--- src/rtl/imm_extend_pipe.sv ---
// rtl/imm_extend_pipe.sv - two-stage valid/ready immediate extender (sext/zext/upper/sext-shl)
module imm_extend_pipe #(
    parameter int DATA_W = 24,
    parameter int IN_W   = 18,
    parameter int SHIFT  = 1
) (
    input  logic              clk,
    input  logic              rst_n,
    input  logic              flush,
    input  logic              in_valid,
    output logic              in_ready,
    input  logic [IN_W-1:0]   in_imm,
    input  logic [1:0]        in_mode,
    output logic              out_valid,
    input  logic              out_ready,
    output logic [DATA_W-1:0] out_data,
    output logic              out_ovf
);

    // SHIFT+1 low ones: the sign-bit window that must be uniform for a lossless shift.
    localparam logic [DATA_W-1:0] OVF_MASK =
        ({{(DATA_W-1){1'b0}}, 1'b1} << (SHIFT + 1)) - {{(DATA_W-1){1'b0}}, 1'b1};

    logic              r_s1_valid;
    logic [IN_W-1:0]   r_imm;
    logic [1:0]        r_mode;
    logic              r_s2_valid;
    logic [DATA_W-1:0] r_data;
    logic              r_ovf;

    logic              w_adv1;
    logic              w_adv2;
    logic [DATA_W-1:0] w_sext;
    logic [DATA_W-1:0] w_zext;
    logic [DATA_W-1:0] w_upper;
    logic [DATA_W-1:0] w_win;
    logic [DATA_W-1:0] w_data;
    logic              w_ovf;

    assign w_adv2    = !r_s2_valid || out_ready;
    assign w_adv1    = !r_s1_valid || w_adv2;
    assign in_ready  = w_adv1;
    assign out_valid = r_s2_valid;
    assign out_data  = r_data;
    assign out_ovf   = r_ovf;

    always_comb begin
        w_sext                    = {DATA_W{r_imm[IN_W-1]}};
        w_sext[IN_W-1:0]          = r_imm;
        w_zext                    = '0;
        w_zext[IN_W-1:0]          = r_imm;
        w_upper                   = '0;
        w_upper[DATA_W-1 -: IN_W] = r_imm;
        w_win                     = (w_sext >> (DATA_W - 1 - SHIFT)) & OVF_MASK;
        w_data                    = w_sext;
        w_ovf                     = 1'b0;
        case (r_mode)
            2'd0: w_data = w_sext;
            2'd1: w_data = w_zext;
            2'd2: w_data = w_upper;
            default: begin
                w_data = w_sext << SHIFT;
                w_ovf  = (w_win != '0) && (w_win != OVF_MASK);
            end
        endcase
    end

    always_ff @(posedge clk or negedge rst_n) begin
        if (!rst_n) begin
            r_s1_valid <= 1'b0;
            r_s2_valid <= 1'b0;
            r_imm      <= '0;
            r_mode     <= '0;
            r_data     <= '0;
            r_ovf      <= 1'b0;
        end else if (flush) begin
            r_s1_valid <= 1'b0;
            r_s2_valid <= 1'b0;
        end else begin
            if (w_adv2) begin
                r_s2_valid <= r_s1_valid;
                if (r_s1_valid) begin
                    r_data <= w_data;
                    r_ovf  <= w_ovf;
                end
            end
            if (w_adv1) begin
                r_s1_valid <= in_valid;
                if (in_valid) begin
                    r_imm  <= in_imm;
                    r_mode <= in_mode;
                end
            end
        end
    end

endmodule
--- config.mk ---
export PLATFORM = sky130hd
export DESIGN_NAME = imm_extend_pipe
export DESIGN_NICKNAME = d
export VERILOG_FILES = /design/src/rtl/imm_extend_pipe.sv
export SDC_FILE = /design/constraint.sdc
export NUM_CORES = 1
export LEC_CHECK = 0
export ABC_AREA = 1
export CORE_MARGIN = 2
export CORE_UTILIZATION = 28
export CTS_CLUSTER_DIAMETER = 150
export CTS_CLUSTER_SIZE = 28
export DETAILED_ROUTE_END_ITERATION = 10
export GPL_TIMING_DRIVEN = 0
export HOLD_SLACK_MARGIN = 0.12
export PLACE_DENSITY = 0.57
export SYNTH_ARGS = -nofsm -noshare
export SYNTH_HDL_FRONTEND = slang
export SYNTH_SLANG_ARGS = --single-unit
--- constraint.sdc ---
create_clock -name clk -period 2.4 [get_ports clk]
set_input_delay 0.48 -clock clk [delete_from_list [all_inputs] [get_ports clk]]
set_output_delay 0.48 -clock clk [all_outputs]
set_load 0.1 [all_outputs]
==> summary.log, run 1 <==
qor: final_layout.design_area 2990 sq um
qor: clock_tree.insertion_delay 310 ps
qor: logic_synthesis.synth-simple-area-share 0.408
qor: pwr.power_switching 0.00134 W
qor: logic_synthesis.synth_compound_gate_area_share 0.00888
qor: drt.wirelength 5530 um
qor: worst_setup_path.crit_path_top_delay_cell sky130_fd_sc_hd__clkdlybuf4s50_1
qor: pwr.power.share.switching 0.477
qor: pwr.pwr-share-clk 0.175
qor: final_layout.filler_cell_count 847
qor: logic_synthesis.most_area_consuming_cells_after_synthesis sky130_fd_sc_hd__dfrtp_1, sky130_fd_sc_hd__nand2_1, sky130_fd_sc_hd__nand3_1
qor: placed_design.dp_hpwl 4260 um
qor: worst_setup_path.cp.arrival 1810 ps
qor: sta.rsz_0062_raised_after_global_routing false
qor: logic_synthesis.yosys.area.top_type sky130_fd_sc_hd__dfrtp_1
qor: clock_tree.clockRootBuffer sky130_fd_sc_hd__clkbuf_8
qor: clock_tree.clock_tree.buffer_depth 2
qor: status.status completed
qor: pwr.vdd.ir_drop.worst 224 uV
qor: drt.drc 0
qor: final_layout.finalNetCount 373
qor: final_layout.num_antenna_cells 0
qor: global_route.grt_pass1_vias 1864
qor: final_layout.drive_above_1_share 0.103
qor: logic_synthesis.synth_xor_area_frac 0
qor: global_route.grtUsageTotal 0.134
qor: sta.hold_violations 0
qor: global_route.grt_first_pass_wirelength 9140 um
qor: drt.wl_per_cell 12.3 um
qor: floorplan.io-pin-count 52
qor: worst_setup_path.cp.buffers_inverters 1
qor: logic_synthesis.yosys-mux-area-fraction 0
qor: floorplan.die_width 93.7 um
qor: global_route.grt_start_max_net_pins 26
qor: placed_design.gp_routability_congestion 0.872
qor: clock_tree.cts_inserted_buffers 5
qor: sta.setup-violations-final 0
qor: hold_path.hp-class in -> async
qor: worst_setup_path.worst_setup_path_start_kind flop
qor: floorplan.design.die.area 8780 sq um
qor: sta.final_max_slew_viol_count 0
qor: sta.worst_hold_slack 141 ps
qor: worst_setup_path.critPathCaptureType output pin
qor: worst_setup_path.cp.required 1920 ps
qor: pwr.combinationalPowerShare 0.463
qor: clock_tree.cts_num_sinks 46
qor: clock_tree.clock_pin_transition_on_the_worst_setup_and_hold_timing_paths 90 ps
qor: drt.drt_first_pass_iters 4
qor: floorplan.initial_core_util 0.290
qor: logic_synthesis.synth_sequential_area_ratio 0.511
qor: final_layout.area.growth.synth_to_final 32.5%
qor: global_route.number_of_antenna_violations_at_the_first_check_in_global_routing 0
qor: clock_tree.cts.htree.levels 2
qor: clock_tree.cts_tree done
qor: worst_setup_path.critical_path_peak_fanout 2
qor: logic_synthesis.syn_area 2250 sq um
qor: placed_design.number_of_buffers_added_on_ports 50
qor: clock_tree.postCtsSetupRepairBufs 0
qor: sta.max_freq 436 MHz
qor: logic_synthesis.syn-mean-instance-area 7.77 sq um
qor: drt.via_per_instance_ratio 4.47
qor: logic_synthesis.syn_inst 290
qor: logic_synthesis.synth_top_family_by_area simple AND/OR/NAND/NOR gates
qor: drt.antenna_left 0
qor: floorplan.row_count 32
qor: sta.worst-slew-pin-transition 970 ps
qor: drt.via_count 2016
qor: floorplan.core 7770 sq um
qor: pwr.power_frac_seq 0.363
qor: sta.post-route-min-period 2290 ps
qor: logic_synthesis.synth_seq_cells 46
qor: logic_synthesis.distinct_cell_type_count_of_the_synthesized_netlist 15
qor: logic_synthesis.synth-warning-count 0
qor: drt.drt_iter0_markers 162
qor: run.max_cap_viol_count 0
qor: logic_synthesis.syn_nets 315
qor: logic_synthesis.synthDominantCellAreaShare 0.511
qor: sta.timing.max_slew.rel_slack 0.351
qor: placed_design.placedInstanceArea 2900 sq um
qor: pwr.leakage 1.50 nW
qor: floorplan.floorplan.die.height 93.7 um
qor: sta.timing.final.crit_share 0.956
qor: pwr.p_int 0.00147 W
qor: worst_setup_path.critical-path-top-delay-family buffers and inverters
qor: global_route.grt-ovfl-total 0
qor: sta.fin_skew 5.32 ps
qor: pwr.pwr_dens 942 nW/um^2
qor: worst_setup_path.crit_path_class reg -> out
qor: placed_design.pre_cts_setup_slack -662 ps
qor: worst_setup_path.path_cells clkdlybuf4s50_1
qor: logic_synthesis.synth_adder_area_share 0
qor: sta.final_critical_path_setup_slack 105 ps
qor: worst_setup_path.cpPeakStageDelay 1140 ps
placed cells by master (no fill, tap or decap), drive strengths merged, types with 3 or more instances in the layout:
master	n
buf	21
inv	6
clkbuf	8
nand3	74
nand2	136
o21ai	3
nor2	4
clkdlybuf4s50	48
dfrtp	46
Yosys cell counts, drive strengths merged:
cell type and number:
a21oi 1, buf 19, conb 1, dfrtp 46, inv 6, nand2 136, nand3 74, nor2 4
o21ai 3
final cells by class:
| type | instances | area, sq um | share of cell area |
|---|---|---|---|
| flip-flops and latches | 46 | 1150 | 0.386 |
| multi-input cells | 219 | 942 | 0.316 |
| repair buffers | 51 | 513 | 0.172 |
| plain buffers | 19 | 138 | 0.0461 |
| well taps | 102 | 128 | 0.0427 |
| clock buffers | 7 | 86.3 | 0.0289 |
| inverters | 6 | 22.5 | 0.00754 |
| clock inverters | 1 | 5.00 | 0.00168 |
cell families (layout without fill, tap and decap cells):
logic type,Yosys count,in the layout
AND/OR/NAND/NOR,214,214
flip-flops,46,46
buffers and inverters,25,84
AO/OA/AOI/OAI,4,4
other,1,1
power groups by stage:
| stage | clock, W | combinational, W | sequential [W] |
|---|---|---|---|
| floorplan | 0 | 0.000286 | 0.00171 |
| global placement | 0 | 0.00130 | 0.00103 |
| detailed placement | 0 | 0.00131 | 0.00104 |
| CTS | 0.000505 | 0.00131 | 0.00102 |
| global route | 0.000544 | 0.00137 | 0.00104 |
| finish | 0.000491 | 0.00130 | 0.00102 |
repair_timing:
action	4_1_cts	5_1_grt
setup endpoints to repair	1	1
endpoints found under the hold margin	0	0
gates cloned	0	0
hold buffers	0	0
pin swaps	0	0
gates resized for setup	5	1
layer usage:
metal,track usage,wire (um),part of all wire
met4,0.0435,79,0.014
met1,0.190,2660,0.48
met3,0.0337,336,0.061
met5,0,0,0
met2,0.200,2450,0.44
flip-flops by register name, summed over array words and instances, names as in the netlist:
register,flops
out_valid,1
r_imm,18
r_mode,2
out_data,24
r_s1_valid,1
through the flow:
stage | TNS [ps] | std cells | total power [W] | utilization
3_5_place_dp | -662 | 443 | 0.00234 | 0.373
4_1_cts | 0 | 451 | 0.00284 | 0.384
2_1_floorplan | 0 | 290 | 0.00199 | -
6_report | 0 | 451 | 0.00281 | 0.384
3_3_place_gp | -19310 | 442 | 0.00233 | 0.371
5_1_grt | 0 | 451 | 0.00296 | 0.384
final timing paths:
kind,slack (ps),to,from,cells past startpoint
max in group asynchronous,1750,out_data[14],rst_n,2
min in group clk,480,out_data[5],out_data[5],2
worst max-delay path,110,out_data[7],out_data[7],1
worst max register to register,1250,out_data[10],r_mode[0],6
worst min-delay path,140,out_data[6],rst_n,1
worst min register to register,480,out_data[5],out_data[5],2
No activity file was read; power rests on OpenSTA's default activity.
==> inputs of run 2 (changes only) <==
--- a/config.mk
+++ b/config.mk
@@ -6,6 +6,7 @@
 export NUM_CORES = 1
 export LEC_CHECK = 0
 export ABC_AREA = 1
+export ABC_CLOCK_PERIOD_IN_PS = 2400
 export CORE_MARGIN = 2
 export CORE_UTILIZATION = 28
 export CTS_CLUSTER_DIAMETER = 150
==> results of run 2 <==
The final DEF is identical to that of run 1; final timing and power are the same.
